$ cat src/rtl/lc3_boot_loader.sv
// LC-3 boot loader: parses a big-endian object image (origin, length, data words) from a byte
// stream and writes it through the memory special-input port. Optional checksum: LC3_BOOT_CHECKSUM_EN.
module lc3_boot_loader #(
    parameter int unsigned TIMEOUT_CYCLES = 1000000,
    parameter int unsigned WORD_W         = 16
) (
    input  logic              clk,
    input  logic              reset,
    input  logic [7:0]        in_data,
    input  logic              in_valid,
    output logic              in_ready,
    output logic [WORD_W-1:0] MARSpcIn,
    output logic [WORD_W-1:0] MDRSpcIn,
    output logic              ldMARSpcIn,
    output logic              cpu_hold,
    output logic              done,
    output logic              error,
    output logic [WORD_W-1:0] words_loaded
);

    typedef enum logic [3:0] {
        ORIG_HI, ORIG_LO, LEN_HI, LEN_LO, DATA_HI, DATA_LO, WRITE, DONE, ERROR
`ifdef LC3_BOOT_CHECKSUM_EN
        , CSUM_HI, CSUM_LO
`endif
    } state_t;

    localparam logic [31:0] TIMER_LAST = (TIMEOUT_CYCLES == 0) ? '0 : 32'(TIMEOUT_CYCLES - 1);

    state_t            state;
    state_t            nextState;
    logic [7:0]        hiByte;
    logic [WORD_W-1:0] addr;
    logic [WORD_W-1:0] remain;
    logic [31:0]       timer;
    logic              accept;
    logic              counting;
    logic              timedOut;
    logic [WORD_W-1:0] byteWord;
`ifdef LC3_BOOT_CHECKSUM_EN
    logic [WORD_W-1:0] csum;
`endif

    assign accept   = in_valid && in_ready;
    assign byteWord = {hiByte, in_data};

    always_comb begin
        counting  = !(state inside {ORIG_HI, WRITE, DONE, ERROR});
        timedOut  = (TIMEOUT_CYCLES != 0) && counting && !accept && (timer == TIMER_LAST);
        nextState = state;
        case (state)
            ORIG_HI: if (accept) nextState = ORIG_LO;
            ORIG_LO: if (accept) nextState = LEN_HI;
            LEN_HI:  if (accept) nextState = LEN_LO;
            LEN_LO: begin
                if (accept) begin
`ifdef LC3_BOOT_CHECKSUM_EN
                    nextState = (byteWord == '0) ? CSUM_HI : DATA_HI;
`else
                    nextState = (byteWord == '0) ? DONE : DATA_HI;
`endif
                end
            end
            DATA_HI: if (accept) nextState = DATA_LO;
            DATA_LO: if (accept) nextState = WRITE;
            WRITE: begin
`ifdef LC3_BOOT_CHECKSUM_EN
                nextState = (remain == WORD_W'(1)) ? CSUM_HI : DATA_HI;
`else
                nextState = (remain == WORD_W'(1)) ? DONE : DATA_HI;
`endif
            end
`ifdef LC3_BOOT_CHECKSUM_EN
            CSUM_HI: if (accept) nextState = CSUM_LO;
            CSUM_LO: if (accept) nextState = (byteWord == csum) ? DONE : ERROR;
`endif
            default: nextState = state;
        endcase
        // A byte arriving on the last allowed cycle still wins over the timeout.
        if (timedOut) nextState = ERROR;
    end

    always_ff @(posedge clk) begin
        if (reset) begin
            state        <= ORIG_HI;
            in_ready     <= 1'b1;
            MARSpcIn     <= '0;
            MDRSpcIn     <= '0;
            ldMARSpcIn   <= 1'b0;
            cpu_hold     <= 1'b1;
            done         <= 1'b0;
            error        <= 1'b0;
            words_loaded <= '0;
            hiByte       <= '0;
            addr         <= '0;
            remain       <= '0;
            timer        <= '0;
`ifdef LC3_BOOT_CHECKSUM_EN
            csum         <= '0;
`endif
        end else begin
            state      <= nextState;
            in_ready   <= !(nextState inside {WRITE, DONE, ERROR});
            ldMARSpcIn <= (nextState == WRITE);
            cpu_hold   <= (nextState != DONE);
            done       <= (nextState == DONE);
            error      <= (nextState == ERROR);

            if (accept)        timer <= '0;
            else if (counting) timer <= timer + 32'd1;

            if (accept) begin
                case (state)
                    ORIG_HI, LEN_HI, DATA_HI: hiByte <= in_data;
                    ORIG_LO: addr <= byteWord;
                    LEN_LO: begin
                        remain <= byteWord;
`ifdef LC3_BOOT_CHECKSUM_EN
                        csum   <= '0;
`endif
                    end
                    DATA_LO: begin
                        MDRSpcIn <= byteWord;
                        MARSpcIn <= addr;
`ifdef LC3_BOOT_CHECKSUM_EN
                        csum     <= csum ^ byteWord;
`endif
                    end
`ifdef LC3_BOOT_CHECKSUM_EN
                    CSUM_HI: hiByte <= in_data;
`endif
                    default: ;
                endcase
            end

            if (state == WRITE) begin
                addr         <= addr + WORD_W'(1);
                remain       <= remain - WORD_W'(1);
                words_loaded <= words_loaded + WORD_W'(1);
            end
        end
    end

endmodule

$ cat config.mk
export PLATFORM = sky130hd
export DESIGN_NAME = lc3_boot_loader
export DESIGN_NICKNAME = d
export VERILOG_FILES = /design/src/rtl/lc3_boot_loader.sv
export SDC_FILE = /design/constraint.sdc
export NUM_CORES = 1
export LEC_CHECK = 0
export CORE_MARGIN = 5
export CORE_UTILIZATION = 45
export CTS_BUF_LIST = sky130_fd_sc_hd__clkbuf_16
export DETAILED_ROUTE_END_ITERATION = 10
export GPL_TIMING_DRIVEN = 0
export PLACE_DENSITY = 0.71
export SYNTH_ARGS = -nofsm -noshare
export SYNTH_HDL_FRONTEND = slang
export SYNTH_SLANG_ARGS = --single-unit
$ cat constraint.sdc
create_clock -name clk -period 2.5 [get_ports clk]
set_input_delay 0.75 -clock clk [delete_from_list [all_inputs] [get_ports clk]]
set_output_delay 0.75 -clock clk [all_outputs]
set_load 0.02 [all_outputs]
# Word level (Yosys, flattened, before mapping)

Cells that the tools add are included.

Flip-flop bits (word level): 129
ROM bits: 0
Bits in latches: 0
Bits of input ports: 11
RAM bits: 0
Memories: 0

Shift-type cells: 0
Add/subtract/negate cells: 4
Eq/ne operators: 14
Div/mod/pow operators: 0
Order comparisons: 0
Bitwise gates (word level): 0
Multiplexer cells: 16
$mul: 0
Reduce and logical (&&, ||, !) cells: 19

Operator list:

| kind                    | count |
|---|---|
| $mux W16                | 6 |
| $add A16 B1 Y16 const B | 2 |
| $add A32 B1 Y32 const B | 1 |
| $eq A32 B20 Y1 const B  | 1 |
| $mux W4                 | 7 |
| $pmux W4 S7             | 1 |
| $eq A4 B3 Y1 const B    | 6 |
| $eq A16 B1 Y1 const B   | 1 |
| $logic_not A16 Y1       | 1 |
| $sub A16 B1 Y16 const B | 1 |
| $eq A4 B2 Y1 const B    | 2 |
| $eq A4 B4 Y1 const B    | 2 |
| $reduce_and A2 Y1       | 4 |
| $reduce_bool A2 Y1      | 3 |
| $eq A4 B1 Y1 const B    | 1 |
| $logic_not A4 Y1        | 1 |
| $mux W2                 | 2 |
| $ne A4 B3 Y1 const B    | 1 |
| $reduce_bool A4 Y1      | 1 |
| $logic_and A1 B1 Y1     | 3 |
| $logic_not A1 Y1        | 3 |
| $reduce_bool A3 Y1      | 1 |
| $reduce_or A3 Y1        | 1 |
| $reduce_or A2 Y1        | 1 |

# Depth between registers and ports, before layout

Gate-level depths: netlist (run 1).

Depth in word-level cells: 9
Gate-level depth with buffers: 8
Gate-level depth less buffers: 7

# Worst setup path before layout (run 1)

Ideal clock, no wire load.

Path kind: input -> register
From: in in_valid
To: reg remain[11]
Path buffers: 1
Cell stages on the path: 5
Setup slack: 0.500 ns
Arrival: 1.929 ns
Data required time: 2.430 ns
Cell sequence: nand4_1 > nor3_1 > clkbuf_1 > a21oi_1 > a21oi_1

Cells in the longest elaborated chain, start to end: 3

Ends and longest elaborated chain:

| element                             | line | RTL |
|---|---|---|
| start: declaration                  | 10   | `input logic in_valid,` |
| $logic_and A1 B1 Y1                 | 44   | `assign accept = in_valid && in_ready;` |
| $reduce_bool A2 Y1 (no source line) | --   |  |
| $reduce_and A2 Y1 (no source line)  | --   |  |
| end signal: assignment              | 117  | `remain <= byteWord;` |
| end signal: assignment              | 138  | `remain <= remain - WORD_W'(1);` |
| end: declaration                    | 34   | `logic [WORD_W-1:0] remain;` |

Every way passes these cells.
A chain may end at the register's enable or synchronous reset.

# Worst setup path after layout (run 1)

From: in in_valid
To: reg hiByte[7]

Cells in the longest elaborated chain, start to end: 2

Ends and longest elaborated chain:

| element                            | line | RTL |
|---|---|---|
| $logic_and A1 B1 Y1                | 44   |  |
| $reduce_and A2 Y1 (no source line) | --   |  |
| end signal: assignment             | 114  | `ORIG_HI, LEN_HI, DATA_HI: hiByte <= in_data;` |
| end: declaration                   | 32   | `logic [7:0] hiByte;` |

Every way passes these cells.

==> results.toml, run 1 <==
[routing]
vias = 5593
routed_via_density = 5.69
avgRoutedWirePerCell_um = 16.4
highest_layer = "met4"
routed_wl_um = 16200
ant_nets = 0
dr.first_iter.drc_count = 445
first_pass_iters = 5
drc_errors = 0
wl_met2_um = 7520
route.met3.wl_um = 1030
wirelength_met1_um = 7140

[floorplan]
start_util = 0.461
core.rowCount = 41
die_x_um = 124
chipHeight_um = 124
die_area_um2 = 15400
io_pins = 64
core_area_um2 = 12700

[synthesis]
synthTopCellsByArea = "dfxtp_1, nand2_1, nor2_1, a21oi_1, xnor2_1"
syn_avg_cell_area_um2 = 8.20
yosys_warnings = 0
synth_seq_area_share = 0.440
yosysTopAreaCellShare = 0.440
synthDistinctLibCells = 64
synth_edf_count = 0
syn-num-nets = 732
synth_area_um2 = 5870
synthCells = 716
synth_largest_area_cell = "dfxtp_1"
synthMostInstantiatedCell = "dfxtp_1"
synthFlopType = "dfxtp_1"
synthTopCellsByCount = "dfxtp_1, nand2_1, nor2_1, a21oi_1, clkbuf_1"
yosys_register_bits = 129
async_flop_share = 0

[power_and_ir_drop]
max-vdd-ir-drop_uv = 454
power.density_nw_per_um2 = 611
power.total_w = 0.00443
leakagePower_nw = 2.42

[critical_path]
critical_path.endpoint = "hiByte[7]"
ff2ff_setup_slack_ns = 0.27
timing.rr.end = "remain[10]"
cp.depth = 6
crit_family = "buffers and inverters"
crit_chain = "clkdlybuf4s50_1, nand2_1, nor3b_1, buf_1, mux2i_1, nor2_1"
crit_buf_inv = 2
worstPathMaxFanout = 8
critPathKind = "in -> reg"
slowest_delay_ns = 0.58
critPathArrivalTime_ns = 2.66
slowest_stage = "clkdlybuf4s50_1"
cp-startpoint = "in_valid"
cp-end-kind = "flip-flop"
worst_setup_path_start_kind = "input port"
rr_worst_depth = 7
crit_required_ns = 2.78
r2r-start = "remain[0]"

[min_path]
hp-class = "reg -> reg"

[global_route]
grt_pass1_wl_um = 26700
grt_util_all_layers = 0.207
antenna_found_initial = 0
overflow = 0
grt_pass1_vias = 5460
grt_max_degree = 17

[clocking]
cts_setup_buffers = 0
htreeDepth = 4
cts.sinks = 129
cts_tree = "built"
root_buffer = "clkbuf_16"
cts.path.max_buffers = 2
worstSkewPairLatency_ns = 0.42
cts_buffers = 17
clkTransAtPathRegs_ns = 0.05

[timing]
clock.fmax_mhz = 422
period_share = 0.949
setup_viol = 0
relSlewSlack = 0.526
fin_worst_skew_ns = 0.00683
tightestPinTransition_ns = 0.705
tns_ns = 0
holdWs_ns = 0.456
report.final.hold_viol_count = 0
min_period_ns = 2.37
drv_slew = 0
rsz0062_at_grt = "no"

[flow_run]
cap_violations = 0

[final_layout]
final_nets = 814
drive_above_1_share = 0.0740
diodes = 0
areaGrowthSynthToFinish_pct = 23.5

[placement]
dp_hpwl_um = 11500
io_buffers = 63
gp_congestion = 0.885

[outcome]
status = "finished clean"
[cell type report]
type                       count  area, um^2
sequential                   129        2580
clock inverter                15        62.6
tap                          172         215
inverter                      18        67.6
buffer                        38         161
fill                        1202        5470
timing repair buffer          63         631
clock buffer                  17         425
multi-input combinational    531        3110
[worst min path at each step]
stage                       from      endpoint  slack (ns)  depth (start not counted)
floorplan               addr[15]  MARSpcIn[15]        0.44                          2
global placement     MDRSpcIn[6]   MDRSpcIn[6]        0.44                          2
detailed placement  MDRSpcIn[14]  MDRSpcIn[14]        0.45                          2
CTS                 MDRSpcIn[14]  MDRSpcIn[14]        0.46                          2
global route        MDRSpcIn[15]  MDRSpcIn[15]        0.47                          2
finish               MARSpcIn[5]   MARSpcIn[5]        0.46                          2
[what timing repair did]
action	CTS	global route
hold buffers	0	0
resized for setup	1	16
setup endpoints to repair	50	62
[routing by layer]
layer  up-vias  global-route usage
met4         0               0.103
met2       207               0.327
li1       2701                   -
met1      2651               0.263
met3        34              0.0536
met5         -                   0
[layout by cell type, fill, tap and decap left out, drive strengths merged, types with 2 or more instances in the layout]
| cell type | count |
|---|---|
| a41o | 2 |
| ha | 5 |
| clkinv | 11 |
| a21oi | 62 |
| xnor2 | 20 |
| nor4 | 22 |
| or4 | 7 |
| nand2b | 2 |
| nor2b | 3 |
| nor3b | 3 |
| nor3 | 25 |
| mux2i | 9 |
| a211oi | 10 |
| nand3 | 21 |
| and4 | 5 |
| a31oi | 9 |
| and3 | 11 |
| mux2 | 2 |
| clkbuf | 48 |
| dfxtp | 129 |
| a311oi | 2 |
| or3 | 16 |
| nor4b | 5 |
| a221oi | 2 |
| o21ai | 19 |
| clkdlybuf4s50 | 63 |
| nand4 | 19 |
| o211ai | 5 |
| xor2 | 19 |
| nor2 | 92 |
| a31o | 2 |
| buf | 7 |
| and2 | 2 |
| nand2 | 106 |
| or2 | 3 |
| o311ai | 2 |
| inv | 22 |
[worst register-to-register path: stages, from the launching register on]
cell     delay [ns]
dfxtp_1        0.39
inv_1          0.09
ha_1           0.19
nor3b_2        0.35
nand3_1        0.15
or3_1          0.40
or4_1          0.41
a31oi_1        0.18
[metrics by stage]
stage,utilization,worst slack [ns],instances,cell area [um^2]
2_1_floorplan,-,0.500,716,5870
3_3_place_gp,0.528,-0.636,951,6720
3_5_place_dp,0.528,-0.586,951,6720
4_1_cts,0.567,-0.181,983,7210
5_1_grt,0.570,0.0166,983,7250
6_report,0.570,0.128,983,7250
[report_power, final]
part           leakage, nW  switching, W  total [W]  internal, W
logic                 1.12      0.000140   0.000219    0.0000791
registers             1.04     0.0000419    0.00213      0.00209
clock network        0.260      0.000865    0.00208      0.00121
[registers in the layout, indices dropped and copies added, names as in the netlist, 4 cells and up]
register,count
timer,32
MARSpcIn,16
MDRSpcIn,16
addr,16
remain,16
words_loaded,16
hiByte,8
state,4
[cells by family (layout without fill, tap and decap cells)]
| group | after synthesis | count (layout) | synth area share |
|---|---|---|---|
| xor+xnor | 39 | 39 | 0.0582 |
| buf+inv | 56 | 151 | 0.0379 |
| mux | 11 | 11 | 0.0192 |
| flops | 129 | 129 | 0.440 |
| fa+ha+maj | 5 | 5 | 0.0107 |
| compound gates | 128 | 128 | 0.132 |
| simple gates | 348 | 348 | 0.302 |
No activity file was read; power rests on OpenSTA's default activity.
==> run 2, diff against run 1 <==
- REMOVE_ABC_BUFFERS: default -> 1
==> results.toml, run 2 (synthesis results as in run 1) <==
[outcome]
status = "finished clean"

[routing]
wirelength_met1_um = 6190
ant_nets = 0
routed_wl_um = 14400
vias = 5290
drc_errors = 0
route.met3.wl_um = 777
highest_layer = "met4"
wl_met2_um = 7130
first_pass_iters = 5
routed_via_density = 5.59
dr.first_iter.drc_count = 488
avgRoutedWirePerCell_um = 15.2

[global_route]
antenna_found_initial = 0
grt_pass1_wl_um = 24400
grt_util_all_layers = 0.187
grt_pass1_vias = 5006
grt_max_degree = 95
overflow = 0

[critical_path]
rr_worst_depth = 5
crit_required_ns = 2.76
slowest_delay_ns = 0.60
crit_chain = "clkdlybuf4s50_1, nand4_1, nor3_4, buf_6, nor2_1, a221oi_1, nor2_1"
cp-end-kind = "flip-flop"
critPathArrivalTime_ns = 2.66
worst_setup_path_start_kind = "input port"
slowest_stage = "clkdlybuf4s50_1"
crit_buf_inv = 2
path_common_cell = "nor2_1"
cp.depth = 7
crit_family = "simple AND/OR/NAND/NOR gates"
worstPathMaxFanout = 10
critPathKind = "in -> reg"

[power_and_ir_drop]
power.total_w = 0.00458
max-vdd-ir-drop_uv = 487
leakagePower_nw = 2.38
power.density_nw_per_um2 = 636
p_sw_w = 0.00100
pwr-share-clk = 0.491
p_int_w = 0.00358
p_comb_frac = 0.043
seqPwrFrac = 0.467
swShare = 0.219

[placement]
gp_congestion = 0.851
dp_cells = 917
placed_cell_area_um2 = 6610
dp_hpwl_um = 9700
io_buffers = 63

[timing]
report.final.hold_viol_count = 0
min_period_ns = 2.40
clock.fmax_mhz = 416
holdWs_ns = 0.450
tightestPinTransition_ns = 0.955
setup_viol = 0
drv_slew = 0
fin_worst_skew_ns = 0.0124
period_share = 0.961
relSlewSlack = 0.363

[clocking]
worstSkewPairLatency_ns = 0.42
root_buffer = "clkbuf_16"
htreeDepth = 4
cts_tree = "built"
cts_setup_buffers = 0
clkTransAtPathRegs_ns = 0.05
cts.sinks = 129
cts_buffers = 17
cts.path.max_buffers = 2

[final_layout]
fin_area_um2 = 7200
diodes = 0
largest_reg_flops = 32
multi_input_area_um2 = 3130
most-common-layout-cells = "dfxtp_1, nand2_1, nor2_1"
instances_no_fill = 947
final_nets = 780
drive_above_1_share = 0.0800
final_common_cell = "dfxtp_1"
fin_util = 0.566
register_area_um2 = 2590
areaGrowthSynthToFinish_pct = 22.7
final.fill_count = 1163
regMostFlops = "timer"

[floorplan]
core_area_um2 = 12700
die_x_um = 124
io_pins = 64
start_util = 0.461
core.rowCount = 41
chipHeight_um = 124
die_area_um2 = 15400

[min_path]
hp-class = "reg -> reg"
holdPathStages = 2

[flow_run]
cap_violations = 0
-- run 2: worst min-delay path, stage by stage (launching register included) --
cell and delay (ns):
dfxtp_1 0.30, nand2_1 0.05, a21oi_1 0.05
-- run 2: per-layer routing --
metal  global-route usage  vias up
li1                     -     2630
met1                0.228     2526
met2                0.310      114
met3               0.0600       20
met4               0.0651        0
met5                    0        -
-- run 2: worst paths after layout --
path | startpoint | endpoint | slack, ns
worst min register to register | MDRSpcIn[13] | MDRSpcIn[13] | 0.45
worst max-delay path | in_valid | remain[0] | 0.1
worst max register to register | state[2] | remain[10] | 0.21
worst min-delay path | MDRSpcIn[13] | MDRSpcIn[13] | 0.45
-- run 2: power groups by stage --
stage | combinational (W) | clock, W | sequential [W]
6_report | 0.000195 | 0.00225 | 0.00214
2_1_floorplan | 0.000108 | 0 | 0.00216
3_3_place_gp | 0.000182 | 0 | 0.00218
4_1_cts | 0.000189 | 0.00229 | 0.00213
5_1_grt | 0.000216 | 0.00239 | 0.00214
3_5_place_dp | 0.000188 | 0 | 0.00218
-- run 2: final cells by class --
type | count | share of cell area
Clock buffer | 17 | 0.0591
Inverter | 18 | 0.00938
Multi-Input combinational cell | 531 | 0.435
Timing Repair Buffer | 67 | 0.0929
Tap cell | 172 | 0.0299
Clock inverter | 13 | 0.0148
Sequential cell | 129 | 0.359
-- run 2: timing repair --
item / 4_1_cts / 5_1_grt
setup endpoints to repair: 20 / 56
hold buffers: 0 / 0
gates resized for setup: 3 / 12
pin swaps: 0 / 1
hold endpoints to repair: 0 / 0
cloned: 0 / 0
-- run 2: stage by stage --
stage                     setup WS (ns)  setup TNS, ns
after floorplan                  -0.344         -11.00
after global placement            -2.45        -233.18
after detailed placement         -0.440         -29.34
after CTS                       0.00473              0
after global routing           -0.00777        -0.0134
final                            0.0970              0
==> run 3, diff against run 2 <==
- ABC_CLOCK_PERIOD_IN_PS: default -> 2500
- CAP_MARGIN: default -> 20
- CTS_CLUSTER_DIAMETER: default -> 150
==> results.toml, run 3 (synthesis results as in run 1) <==
[outcome]
status = "finished clean"

[final_layout]
final_common_cell = "dfxtp_1"
final_nets = 785
most-common-layout-cells = "dfxtp_1, nand2_1, nor2_1"
largest_reg_flops = 32
diodes = 0
drive_above_1_share = 0.0808
fin_util = 0.569
areaGrowthSynthToFinish_pct = 23.3
regMostFlops = "timer"

[timing]
relSlewSlack = 0.368
rsz0062_at_grt = "no"
period_share = 0.922
fin_ws_ns = 0.194
clock.fmax_mhz = 434
drv_slew = 0
setup_viol = 0
fin_worst_skew_ns = 0.00834
min_period_ns = 2.31
report.final.hold_viol_count = 0
tightestPinTransition_ns = 0.948

[routing]
routed_via_density = 5.69
dr.first_iter.drc_count = 350
vias = 5416
drc_errors = 0
ant_nets = 0
routed_wl_um = 14700
avgRoutedWirePerCell_um = 15.4
first_pass_iters = 6

[power_and_ir_drop]
leakagePower_nw = 2.40
p_comb_frac = 0.045
seqPwrFrac = 0.475
p_sw_w = 0.00102
swShare = 0.227
max-vdd-ir-drop_uv = 464
p_int_w = 0.00348
power.density_nw_per_um2 = 622
pwr-share-clk = 0.480
power.total_w = 0.00450

[global_route]
grt_max_degree = 95
grt_pass1_wl_um = 24800
overflow = 0
grt_pass1_vias = 5169
grt_util_all_layers = 0.190
antenna_found_initial = 0

[clocking]
cts.path.max_buffers = 2
holdBufCountCts = 0
worstSkewPairLatency_ns = 0.42
root_buffer = "clkbuf_16"
cts_buffers = 17
clkTransAtPathRegs_ns = 0.05
cts_tree = "built"
htreeDepth = 4
cts.sinks = 129

[floorplan]
core.rowCount = 41
core_area_um2 = 12700
chipHeight_um = 124
io_pins = 64
start_util = 0.461
die_area_um2 = 15400
die_x_um = 124

[critical_path]
critPathKind = "reg -> reg"
worst_setup_path_start_kind = "flip-flop"
cp.depth = 5
crit_buf_inv = 0
crit_family = "simple AND/OR/NAND/NOR gates"
crit_chain = "and4bb_4, nand3_1, or3_1, or4_1, a31oi_1"
rr_worst_depth = 5
worstPathMaxFanout = 29
ff2ff_setup_slack_ns = 0.19
critPathArrivalTime_ns = 2.64
crit_required_ns = 2.84
slowest_delay_ns = 0.55
cp-end-kind = "flip-flop"
slowest_stage = "and4bb_4"

[placement]
dp_hpwl_um = 9750
place_ws_ns = -0.481
io_buffers = 63
gp_congestion = 0.851

[flow_run]
cap_violations = 0

[min_path]
hp-class = "reg -> reg"
holdPathStages = 2
[run 3: changes by cell type in the layout (fill, tap and decap cells not counted), sizes merged]
cell / change
buf: +5
clkinv: +3
inv: -2
bufinv: -1
clkdlybuf4s50: -1
dlymetal6s2s: +1
[run 3: routing by layer]
metal / vias to the layer above / GRT usage / share of wire
li1: 2641 / - / -
met1: 2606 / 0.222 / 0.43
met2: 142 / 0.318 / 0.49
met3: 27 / 0.0673 / 0.060
met4: 0 / 0.0748 / 0.017
met5: - / 0 / 0
[run 3: final timing paths]
| path | startpoint | end |
|---|---|---|
| worst max register to register | state[2] | remain[10] |
| worst max-delay path | state[2] | remain[10] |
| worst min-delay path | MARSpcIn[9] | MARSpcIn[9] |
| worst min register to register | MARSpcIn[9] | MARSpcIn[9] |
[run 3: through the flow]
stage | std cells | hold slack, ns | setup TNS [ns] | cell area, um^2
final | 952 | 0.451 | 0 | 7240
after global routing | 952 | 0.473 | 0 | 7240
after CTS | 947 | 0.453 | 0 | 7150
after detailed placement | 917 | 0.445 | -29.59 | 6610
after global placement | 913 | 0.441 | -233.18 | 6560
after floorplan | 678 | 0.435 | -11.00 | 5710
[run 3: power groups by stage]
stage	clock, W	sequential, W	combinational [W]
2_1_floorplan	0	0.00216	0.000108
3_3_place_gp	0	0.00218	0.000182
3_5_place_dp	0	0.00218	0.000189
4_1_cts	0.00219	0.00214	0.000192
5_1_grt	0.00230	0.00214	0.000223
6_report	0.00216	0.00214	0.000203
[run 3: what timing repair did]
item | CTS | global route
pin swaps | 0 | 1
setup buffers | 0 | 3
endpoints found under the hold margin | 0 | 0
resized for setup | 5 | 8
endpoints found under the setup margin | 22 | 21
[run 3: final cells by class]
type | instances | area (um^2)
clock inverter | 13 | 80.1
tap | 172 | 215
sequential | 129 | 2590
timing repair buffer | 72 | 741
inverter | 18 | 67.6
multi-input combinational | 531 | 3120
clock buffer | 17 | 425
fill | 1175 | 5480
[run 3: worst reg2reg max path: stages, from the launching register on]
cell and delay [ns]:
dfxtp_2 0.54, and4bb_4 0.55, nand3_1 0.15, or3_1 0.39, or4_1 0.41, a31oi_1 0.18
==> RTL change: new RTL, flow settings as in run 3 <==
Add a define of `LC3_BOOT_CHECKSUM_EN`.
--- a/src/rtl/lc3_boot_loader.sv
+++ b/src/rtl/lc3_boot_loader.sv
@@ -1,4 +1,6 @@
 // LC-3 boot loader: parses a big-endian object image (origin, length, data words) from a byte
 // stream and writes it through the memory special-input port. Optional checksum: LC3_BOOT_CHECKSUM_EN.
+`define LC3_BOOT_CHECKSUM_EN
+
 module lc3_boot_loader #(
     parameter int unsigned TIMEOUT_CYCLES = 1000000,
Check against the original RTL: not equivalent (a bounded check fails within 10 cycles, from zero or initial values and one cycle with reset high).
==> RTL change against run 3 <==
Combinational power up 23%. Final area grew 14%. Clock power increased by 24%. Register-to-register slack worse by 0.06 ns. Area after synthesis rose by 15%. Synthesized cell count up 18%. Routed wire length grew 16%. Sequential cell count up 16. First-iteration DRC count grew 89%. Global-route usage grew 0.086 points. Non-clock buffer count up 2. Setup slack got worse by 0.16 ns. Sequential power rose by 11%. Power increased by 18%. Critical endpoint is now ldMARSpcIn. Highest routed layer unchanged.
==> RTL change: results (changes against run 3) <==
- GRT Total Usage: 19.1% (+0.086 points)
- Initial drt markers: 661 (+89%)
- Vias/cell: 5.67 (-0.37%)
- Wirelength per Cell: 15.8 µm (+2.3%)
- XOR/XNOR Fraction of Synth Area: 6.63% (+0.81 points)
- Mux contribution to synthesized area: 1.04% (-0.88 points)
- Seq/Total Area, Yosys: 43.1% (-0.91 points)
- Largest net degree at the start of global routing: 58 (-39%)
- Total placed cells including tap cells: 1041 (+14%)
- Worst Clk Skew: 0.00835 ns (+0.00000680 ns)
- Mean Syn Cell Area: 7.98 µm² (-2.6%)
- NetSw: 1210 µW (+19%)
- Vias in the first global route: 5568 (+7.7%)
- GPL Wtd Cong: 0.850 (-0.12%)
- Hold Crit Start: MDRSpcIn[7]
- Fraction of layout cells with a size suffix above 1: 9.44% (+1.4 points)
- DR pass1 iterations: 5 (-1)
- Total Wirelength: 17.1 mm (+16%)
- Largest register by flop count: timer
- RR Startpoint: hiByte[3]
- Worst-Margin Slew: 1.07 ns (+0.126 ns)
- First-pass GRT wire length: 28.2 mm (+14%)
- Max Cap Viol: 0 (unchanged)
- Post-synthesis adder-cell area fraction: 0.929% (-0.14 points)
- Status: complete, no violations
- Synth top area cells: dfxtp_1 (43%), nand2_1 (6.6%), nor2_1 (5.9%)
- Critical Path Start: in_data[6]
- Commonest cells in the synthesized netlist: dfxtp_1 (145), nand2_1 (119), nor2_1 (106)
- Post-DP Area: 7470 µm² (+13%)
- VDD IR max: 0.000477 V (+2.8%)
- DP Wirelength: 10.6 mm (+8.4%)
- Lkg Pwr: 0.00282 µW (+18%)
- Clock-pin slew reported for the worst setup and hold paths after clock tree synthesis: 0.06 ns
- Unique cell type count in the Yosys netlist: 59 (-7.8%)
- Compound-Gate Fraction of Synth Area: 15.5% (+2.3 points)
- Arrival time at the worst endpoint: 2.79 ns (+0.15 ns)
- Critical Path Fanout Max: 8 (-72%)
RTL change: cell count changes after synthesis, sizes merged, moves of 8 or more:
| cell | before | now |
|---|---|---|
| o21ai | 19 | 39 |
| xor2 | 19 | 37 |
| dfxtp | 129 | 145 |
| a21oi | 62 | 77 |
| nor2 | 92 | 106 |
| nor2b | 3 | 17 |
| clkbuf | 31 | 44 |
| nand2 | 106 | 119 |
| a22oi | 0 | 9 |
| nand3 | 21 | 30 |
| nand2b | 2 | 10 |
RTL change: final timing paths:
path                            slack (ns)  depth (start not counted)     endpoint
worst max register to register        0.13                          7   ldMARSpcIn
worst min-delay path                  0.45                          2  MDRSpcIn[7]
worst min register to register        0.45                          2  MDRSpcIn[7]
worst max-delay path                  0.03                          8   ldMARSpcIn
RTL change: per-layer routing:
layer | up-vias | global-route usage (%) | share of wire [%]
li1 | 3057 | - | -
met1 | 2879 | 26.0 | 45
met2 | 187 | 29.6 | 46
met3 | 21 | 5.04 | 7.1
met4 | 0 | 6.05 | 1.5
met5 | - | 0 | 0
RTL change: cell type report:
type | count | area [µm²]
fill | 1318 | 6330
sequential | 145 | 2910
clock buffer | 17 | 425
inverter | 12 | 45.0
tap | 184 | 230
clock inverter | 15 | 191
timing repair buffer | 74 | 747
multi-input combinational | 637 | 3710
RTL change: timing repair:
item	4_1_cts	5_1_grt
gates resized for setup	48	14
cloned	4	0
setup buffers	5	2
pin swaps	10	5
endpoints found under the setup margin	108	38
RTL change: cells by family (layout without fill, tap and decap cells):
group | count (synthesis) | count (layout)
AO/OA/AOI/OAI | 173 | 173
XOR/XNOR | 51 | 51
adder cells (fa/ha/maj) | 5 | 5
multiplexers | 7 | 7
flip-flops | 145 | 145
AND/OR/NAND/NOR | 397 | 401
buffers and inverters | 66 | 118
RTL change: per-stage QoR:
stage | setup TNS [ns] | util [%] | worst slack [ns]
finish | 0 | 56.6 | 0.0338
floorplan | -19.06 | - | -0.673
detailed placement | -62.11 | 51.2 | -1.26
global route | -0.00172 | 56.6 | -0.00172
global placement | -311.72 | 50.6 | -2.97
CTS | 0 | 56.3 | 0.00420
RTL change: critical path, cell delays in order:
cell and delay [ns]:
buf_6 0.12, nor2b_4 0.13, or4_4 0.54, nor4_4 0.42
and2_1 0.18, o211ai_1 0.08, a311o_1 0.37, and2_1 0.19
RTL change: power groups by stage:
stage                     clock (µW)  combinational, µW  sequential [µW]
after floorplan                    0                127             2410
after global placement             0                224             2430
after detailed placement           0                235             2430
after CTS                       2710                243             2380
after global routing            2800                272             2380
final                           2670                249             2380
